**config.mk**
```make
export PLATFORM = sky130hd
export DESIGN_NAME = fetch_stage_flat
export DESIGN_NICKNAME = d
export VERILOG_FILES = /design/src/rtl/fetch_stage_pkg.sv /design/src/rtl/fetch_stage_if.sv /design/src/rtl/fetch_stage_predecode.sv /design/src/rtl/fetch_stage.sv /design/src/flat_wrapper.sv
export SDC_FILE = /design/constraint.sdc
export NUM_CORES = 1
export LEC_CHECK = 0
export CORE_ASPECT_RATIO = 2
export CORE_MARGIN = 10
export CORE_UTILIZATION = 43
export CTS_CLUSTER_DIAMETER = 200
export DETAILED_ROUTE_END_ITERATION = 8
export PLACE_DENSITY_LB_ADDON = 0.1
export RECOVER_POWER = 50
export SYNTH_ARGS = -nofsm -noshare
export SYNTH_HDL_FRONTEND = slang
export SYNTH_SLANG_ARGS = --single-unit
```
**constraint.sdc**
```tcl
create_clock -name clk -period 3.9 [get_ports clk]
set_clock_uncertainty 0.2 [all_clocks]
set_input_delay 0.78 -clock clk [delete_from_list [all_inputs] [get_ports clk]]
set_output_delay 0.78 -clock clk [all_outputs]
set_load 0.02 [all_outputs]
```
**src/rtl/fetch_stage_pkg.sv**
```systemverilog
// Shared RV32I fetch definitions: opcodes, special encodings, FSM states and IF/ID layout.
package fetch_stage_pkg;

  localparam int XLEN = 32;

  localparam logic [6:0] OPC_JAL    = 7'b1101111;
  localparam logic [6:0] OPC_BRANCH = 7'b1100011;

  localparam logic [XLEN-1:0] INSTR_NOP    = 32'h0000_0013;
  localparam logic [XLEN-1:0] INSTR_EBREAK = 32'h0010_0073;

  typedef enum logic [1:0] {
    ST_BOOT = 2'd0,
    ST_RUN  = 2'd1,
    ST_HALT = 2'd2
  } fetch_state_e;

  typedef struct packed {
    logic            valid;
    logic [XLEN-1:0] pc;
    logic [XLEN-1:0] instr;
    logic            pred_taken;
  } if_id_t;

  function automatic if_id_t if_id_bubble();
    if_id_t b;
    b.valid      = 1'b0;
    b.pc         = 32'h0000_0000;
    b.instr      = INSTR_NOP;
    b.pred_taken = 1'b0;
    return b;
  endfunction

endpackage

```
**src/rtl/fetch_stage_if.sv**
```systemverilog
// Fetch-stage bus: text memory port, hazard/redirect controls and the IF/ID register outputs.
interface fetch_stage_if #(
  parameter int IMEM_AW = 10
) ();

  logic [IMEM_AW-1:0] imem_addr;
  logic [31:0]        imem_rdata;
  logic               stall;
  logic               redirect;
  logic [31:0]        redirect_pc;
  logic               if_id_valid;
  logic [31:0]        if_id_pc;
  logic [31:0]        if_id_instr;
  logic               if_id_pred_taken;
  logic               halted;
  logic [7:0]         fetch_count;

  modport master (
    output imem_addr,
    input  imem_rdata,
    input  stall,
    input  redirect,
    input  redirect_pc,
    output if_id_valid,
    output if_id_pc,
    output if_id_instr,
    output if_id_pred_taken,
    output halted,
    output fetch_count
  );

  modport slave (
    input  imem_addr,
    output imem_rdata,
    output stall,
    output redirect,
    output redirect_pc,
    input  if_id_valid,
    input  if_id_pc,
    input  if_id_instr,
    input  if_id_pred_taken,
    input  halted,
    input  fetch_count
  );

endinterface

```
**src/rtl/fetch_stage_predecode.sv**
```systemverilog
// Static predictor: JAL and backward branches are predicted taken toward their immediate target.
module fetch_predecode
  import fetch_stage_pkg::*;
(
  input  logic [XLEN-1:0] i_instr,
  input  logic [XLEN-1:0] i_pc,
  output logic            o_pred_taken,
  output logic [XLEN-1:0] o_target
);

  logic [XLEN-1:0] w_imm_j;
  logic [XLEN-1:0] w_imm_b;

  assign w_imm_j = {{12{i_instr[31]}}, i_instr[19:12], i_instr[20], i_instr[30:21], 1'b0};
  assign w_imm_b = {{20{i_instr[31]}}, i_instr[7], i_instr[30:25], i_instr[11:8], 1'b0};

  // Select prediction and target from the opcode
  always_comb begin
    o_pred_taken = 1'b0;
    o_target     = i_pc + 32'd4;
    case (i_instr[6:0])
      OPC_JAL: begin
        o_pred_taken = 1'b1;
        o_target     = i_pc + w_imm_j;
      end
      OPC_BRANCH: begin
        if (i_instr[31]) begin
          o_pred_taken = 1'b1;
          o_target     = i_pc + w_imm_b;
        end else begin
          o_pred_taken = 1'b0;
          o_target     = i_pc + 32'd4;
        end
      end
      default: begin
        o_pred_taken = 1'b0;
        o_target     = i_pc + 32'd4;
      end
    endcase
  end

endmodule

```
**src/rtl/fetch_stage.sv**
```systemverilog
// RV32I instruction-fetch stage: pc, BOOT/RUN/HALT FSM and IF/ID register.
// Optional static branch prediction is enabled by defining STATIC_PREDICT_EN.
module fetch_stage
  import fetch_stage_pkg::*;
#(
  parameter logic [31:0] RESET_PC = 32'h0000_0000,
  parameter int          IMEM_AW  = 10
) (
  input  logic          clk,
  input  logic          rst,
  fetch_stage_if.master bus
);

  fetch_state_e    r_state;
  logic [XLEN-1:0] r_pc;
  if_id_t          r_if_id;
  logic            r_halted;
  logic [7:0]      r_count;

  logic [XLEN-1:0] w_pc_plus4;
  logic [XLEN-1:0] w_next_pc;
  logic            w_pred_taken;

  assign w_pc_plus4 = r_pc + 32'd4;

`ifdef STATIC_PREDICT_EN
  logic [XLEN-1:0] w_pred_target;

  fetch_predecode u_predecode (
    .i_instr      (bus.imem_rdata),
    .i_pc         (r_pc),
    .o_pred_taken (w_pred_taken),
    .o_target     (w_pred_target)
  );

  assign w_next_pc = w_pred_taken ? w_pred_target : w_pc_plus4;
`else
  assign w_pred_taken = 1'b0;
  assign w_next_pc    = w_pc_plus4;
`endif

  // Redirect outranks everything, including stall and HALT
  always_ff @(posedge clk or posedge rst) begin
    if (rst) begin
      r_state  <= ST_BOOT;
      r_pc     <= RESET_PC;
      r_if_id  <= if_id_bubble();
      r_halted <= 1'b0;
      r_count  <= 8'd0;
    end else if (bus.redirect) begin
      r_state  <= ST_RUN;
      r_pc     <= {bus.redirect_pc[31:2], 2'b00};
      r_if_id  <= if_id_bubble();
      r_halted <= 1'b0;
    end else begin
      case (r_state)
        ST_BOOT: begin
          r_state <= ST_RUN;
          r_if_id <= if_id_bubble();
        end
        ST_HALT: begin
          r_if_id <= if_id_bubble();
        end
        ST_RUN: begin
          if (!bus.stall) begin
            r_if_id.valid      <= 1'b1;
            r_if_id.pc         <= r_pc;
            r_if_id.instr      <= bus.imem_rdata;
            r_if_id.pred_taken <= w_pred_taken;
            r_pc               <= w_next_pc;
            r_count            <= r_count + 8'd1;
            if (bus.imem_rdata == INSTR_EBREAK) begin
              r_state  <= ST_HALT;
              r_halted <= 1'b1;
            end
          end
        end
        default: begin
          r_state  <= ST_BOOT;
          r_pc     <= RESET_PC;
          r_if_id  <= if_id_bubble();
          r_halted <= 1'b0;
        end
      endcase
    end
  end

  assign bus.imem_addr        = r_pc[IMEM_AW+1:2];
  assign bus.if_id_valid      = r_if_id.valid;
  assign bus.if_id_pc         = r_if_id.pc;
  assign bus.if_id_instr      = r_if_id.instr;
  assign bus.if_id_pred_taken = r_if_id.pred_taken;
  assign bus.halted           = r_halted;
  assign bus.fetch_count      = r_count;

endmodule

```
**src/flat_wrapper.sv**
```systemverilog
// flat-port wrapper written by rule: the top's interface ports become plain ports
module fetch_stage_flat import fetch_stage_pkg::*;
#(
  parameter logic [31:0] RESET_PC = 32'h0000_0000,
  parameter int          IMEM_AW  = 10
)
  (clk, rst, bus_imem_addr, bus_imem_rdata, bus_stall, bus_redirect, bus_redirect_pc, bus_if_id_valid, bus_if_id_pc, bus_if_id_instr, bus_if_id_pred_taken, bus_halted, bus_fetch_count);
  fetch_stage_if #(.IMEM_AW(IMEM_AW)) bus_i ();
  input  logic clk;
  input  logic rst;
  output wire logic [$bits(bus_i.imem_addr)-1:0] bus_imem_addr;
  input wire logic [$bits(bus_i.imem_rdata)-1:0] bus_imem_rdata;
  input wire logic [$bits(bus_i.stall)-1:0] bus_stall;
  input wire logic [$bits(bus_i.redirect)-1:0] bus_redirect;
  input wire logic [$bits(bus_i.redirect_pc)-1:0] bus_redirect_pc;
  output wire logic [$bits(bus_i.if_id_valid)-1:0] bus_if_id_valid;
  output wire logic [$bits(bus_i.if_id_pc)-1:0] bus_if_id_pc;
  output wire logic [$bits(bus_i.if_id_instr)-1:0] bus_if_id_instr;
  output wire logic [$bits(bus_i.if_id_pred_taken)-1:0] bus_if_id_pred_taken;
  output wire logic [$bits(bus_i.halted)-1:0] bus_halted;
  output wire logic [$bits(bus_i.fetch_count)-1:0] bus_fetch_count;
  assign bus_imem_addr = bus_i.imem_addr;
  assign bus_i.imem_rdata = bus_imem_rdata;
  assign bus_i.stall = bus_stall;
  assign bus_i.redirect = bus_redirect;
  assign bus_i.redirect_pc = bus_redirect_pc;
  assign bus_if_id_valid = bus_i.if_id_valid;
  assign bus_if_id_pc = bus_i.if_id_pc;
  assign bus_if_id_instr = bus_i.if_id_instr;
  assign bus_if_id_pred_taken = bus_i.if_id_pred_taken;
  assign bus_halted = bus_i.halted;
  assign bus_fetch_count = bus_i.fetch_count;
  fetch_stage #(.RESET_PC(RESET_PC), .IMEM_AW(IMEM_AW)) u_core (.clk(clk), .rst(rst), .bus(bus_i));
endmodule
```
==> flow_metrics.py <==
metrics = {
    "run_status": {
        "outcome": "finished with violations",
        "violations": "max-capacitance violations, max-slew violations",
    },
    "grt": {
        "grt_pass1_vias": 4673,
        "grt_max_degree": 62,
        "grt_util_all_layers_pct": 17.83,
        "grt-ovfl-total": 0,
        "grt_antenna_before_repair": 0,
        "grt_pass1_wl_um": 25140,
    },
    "yosys": {
        "seq_area_frac_synth_pct": 51.08,
        "yosys-top-cells-area": "dfrtp_1 (50%), mux2i_1 (13%), nor2_1 (5.2%)",
        "synthesis.area_sq_mm": 0.005151,
        "ys.flop_type": "dfrtp_1",
        "synth_nets": 572,
        "ys_warn_count": 0,
        "netlist-cell-type-count": 54,
        "yosys_register_bits": 105,
        "synth_edf_count": 0,
        "synth_top_area_share_pct": 49.55,
        "syn_avg_cell_area_sq_um": 10.26,
        "yosys.area.top_type": "dfrtp_1",
        "async_flop_share_pct": 100.0,
        "synth_cells": 502,
    },
    "floorplan": {
        "core_sq_mm": 0.01170,
        "ioPinCount": 153,
        "num_rows": 56,
        "initial_core_util_pct": 44.02,
        "die-area_sq_mm": 0.01702,
        "die_h_um": 174.8,
        "die_x_um": 97.40,
    },
    "timing": {
        "fmax_mhz": 328.0,
        "worst_slew_pin_slew_ns": 2.056,
        "postLayoutSetupSlackWorst_ns": 0.8510,
        "finalSetupViolCount": 0,
        "rsz0062_at_grt": "no",
        "drv_slew": 45,
        "period_minus_slack_ns": 3.049,
        "finalCritPeriodShare_pct": 78.18,
        "slew_headroom_pct": -37.84,
        "tns_ns": 0,
        "finalHoldViolCount": 0,
    },
    "placement": {
        "gp_congestion": 0.8436,
        "dp_slack_ns": 0.8919,
        "hpwl_um": 11260,
        "port_buffers": 149,
    },
    "clock_tree": {
        "clk_path_buf_depth": 2,
        "clk_pin_slew_ns": 0.07,
        "post_cts_buffers": 0,
        "clock_latency_ns": 0.35,
        "clockRootBuffer": "clkbuf_16",
        "cts-htree-levels": 3,
        "cts.repair.resized": 0,
        "cts_hold_buf": 0,
        "cts.sinks": 105,
        "cts_tree": "done",
        "numCtsBuffers": 9,
    },
    "drt": {
        "viasPerCell": 5.562,
        "drc": 0,
        "ant_nets": 0,
        "first_pass_iters": 5,
        "first_iter_violations": 220,
        "drt_wl_total_um": 15290,
        "routed-via-count": 4333,
        "post_drt_wl_per_cell_um": 19.62,
    },
    "min_path": {
        "hold_end": "u_core.bus.fetch_count[7]",
        "hp-class": "reg -> reg",
        "min-delay-start": "u_core.bus.fetch_count[7]",
        "whs_path_depth": 1,
    },
    "final_layout": {
        "final_cell_mix": "clkdlybuf4s50_1 (146), dfrtp_1 (102), nor2_1 (71), mux2i_1 (66), nand2_1 (34)",
        "final_util_pct": 59.74,
        "post_route_cells_drive_above_1_share_pct": 6.309,
        "final_nets": 699,
        "antenna_cells": 0,
        "layout_commonest_cell": "clkdlybuf4s50_1",
        "areaGrowthSynthToFinish_pct": 35.71,
    },
    "worst_setup_path": {
        "required_ns": 3.94,
        "r2r_setup_slack_ns": 1.51,
        "crit_type": "in -> reg",
        "critPathMaxFanout": 20,
        "crit_arrival_ns": 3.08,
        "ff2ff_path_depth": 6,
        "cp-end-kind": "register",
        "cp-start-kind": "primary input",
        "worstPathCellList": "dlygate4sd3_1 > buf_4 > nor4b_4 > clkbuf_1 > nand4_1 > nor2_1 > nand3_1 > xnor2_1",
        "regToRegStartpoint": "u_core.r_pc[2]",
        "slowest_delay_ns": 0.62,
        "reg2reg_to": "u_core.r_pc[20]",
        "cp_slowest_cell": "dlygate4sd3_1",
    },
    "power_and_ir_drop": {
        "p_leak_nw": 3.114,
        "vdd_drop_max_uv": 254.3,
        "powerDensity_mw_per_mm2": 419.4,
    },
    "run": {
        "maxCapViolCount": 1,
    },
}
==> Yosys cell counts (7+ instances only) <==
library cell,instances
a21oi_1,16
a22oi_1,8
and3_1,9
buf_2,11
buf_4,14
clkbuf_1,16
dfrtp_1,102
inv_1,7
mux2i_1,66
nand2_1,34
nand3_1,19
nand4_1,15
nor2_1,71
nor4_1,12
o21ai_0,21
==> power breakdown <==
group / switching (mW) / internal (mW)
clock network: 0.417 / 0.521
registers: 0.134 / 1.20
logic: 0.335 / 0.326
==> worst max-delay path by stage <==
| stage | from | endpoint | slack [ns] | cells past startpoint |
|---|---|---|---|---|
| final | bus_redirect | u_core.bus.fetch_count[7] | 0.85 | 8 |
| after global routing | bus_redirect | u_core.bus.fetch_count[7] | 0.68 | 8 |
| after CTS | bus_redirect | u_core.bus.fetch_count[7] | 1.25 | 8 |
| after detailed placement | bus_redirect | u_core.bus.fetch_count[7] | 0.89 | 8 |
| after global placement | bus_redirect | u_core.bus.fetch_count[7] | 0.96 | 8 |
| after floorplan | rst | u_core.bus.fetch_count[0] | 0.16 | 1 |
==> kinds of logic (layout without fill, tap and decap cells) <==
kind of cell    count (synthesis)  in the layout  synth area share (%)
flops                         105            105                 51.08
mux                            66             66                 12.82
compound gates                 72             72                 9.279
simple gates                  197            197                 19.99
xor+xnor                        7              7                 1.190
other cells                     1              1               0.07280
buf+inv                        52            184                 5.076
fa+ha+maj                       2              2                0.4857
==> final cells by class <==
class,instances,area (sq um)
clock buffers,11,242.7
clock inverters,5,62.56
fillers,1008,4711
inverters,7,27.53
multi-input cells,345,2262
flip-flops and latches,105,2631
well taps,145,181.4
repair buffers,161,1583
==> layer usage <==
layer | global-route usage, % | wire length (um)
met2 | 32.20 | 8218
met5 | 0 | 0
met1 | 19.04 | 5645
met4 | 6.090 | 344
met3 | 5.334 | 1078
==> flip-flops by register name, indices dropped and copies added (netlist names) <==
| name | count |
|---|---|
| u_core.bus.fetch_count | 8 |
| u_core.bus.if_id_pc | 31 |
| u_core.r_state | 2 |
| u_core.bus.if_id_valid | 1 |
| u_core.bus.if_id_instr | 32 |
| u_core.r_pc | 30 |
| u_core.bus.halted | 1 |
==> through the flow <==
stage | hold slack [ns] | cell area, sq um | power (mW) | instances
global route | 0.3038 | 6990 | 3.070 | 779
CTS | 0.2844 | 7000 | 2.963 | 779
finish | 0.2713 | 6990 | 2.932 | 779
floorplan | 0.2904 | 5151 | 1.691 | 502
detailed placement | 0.2706 | 6695 | 2.022 | 763
global placement | 0.2616 | 6695 | 2.002 | 763
==> critical path: cells and delay by family <==
| kind | cells | cell delay (ns) |
|---|---|---|
| xor gates and xnor gates | 1 | 0.13 |
| buffers and inverters | 3 | 1.33 |
| and+or+nand+nor | 4 | 0.84 |
Note: power is estimated with default switching activity, not from simulation.
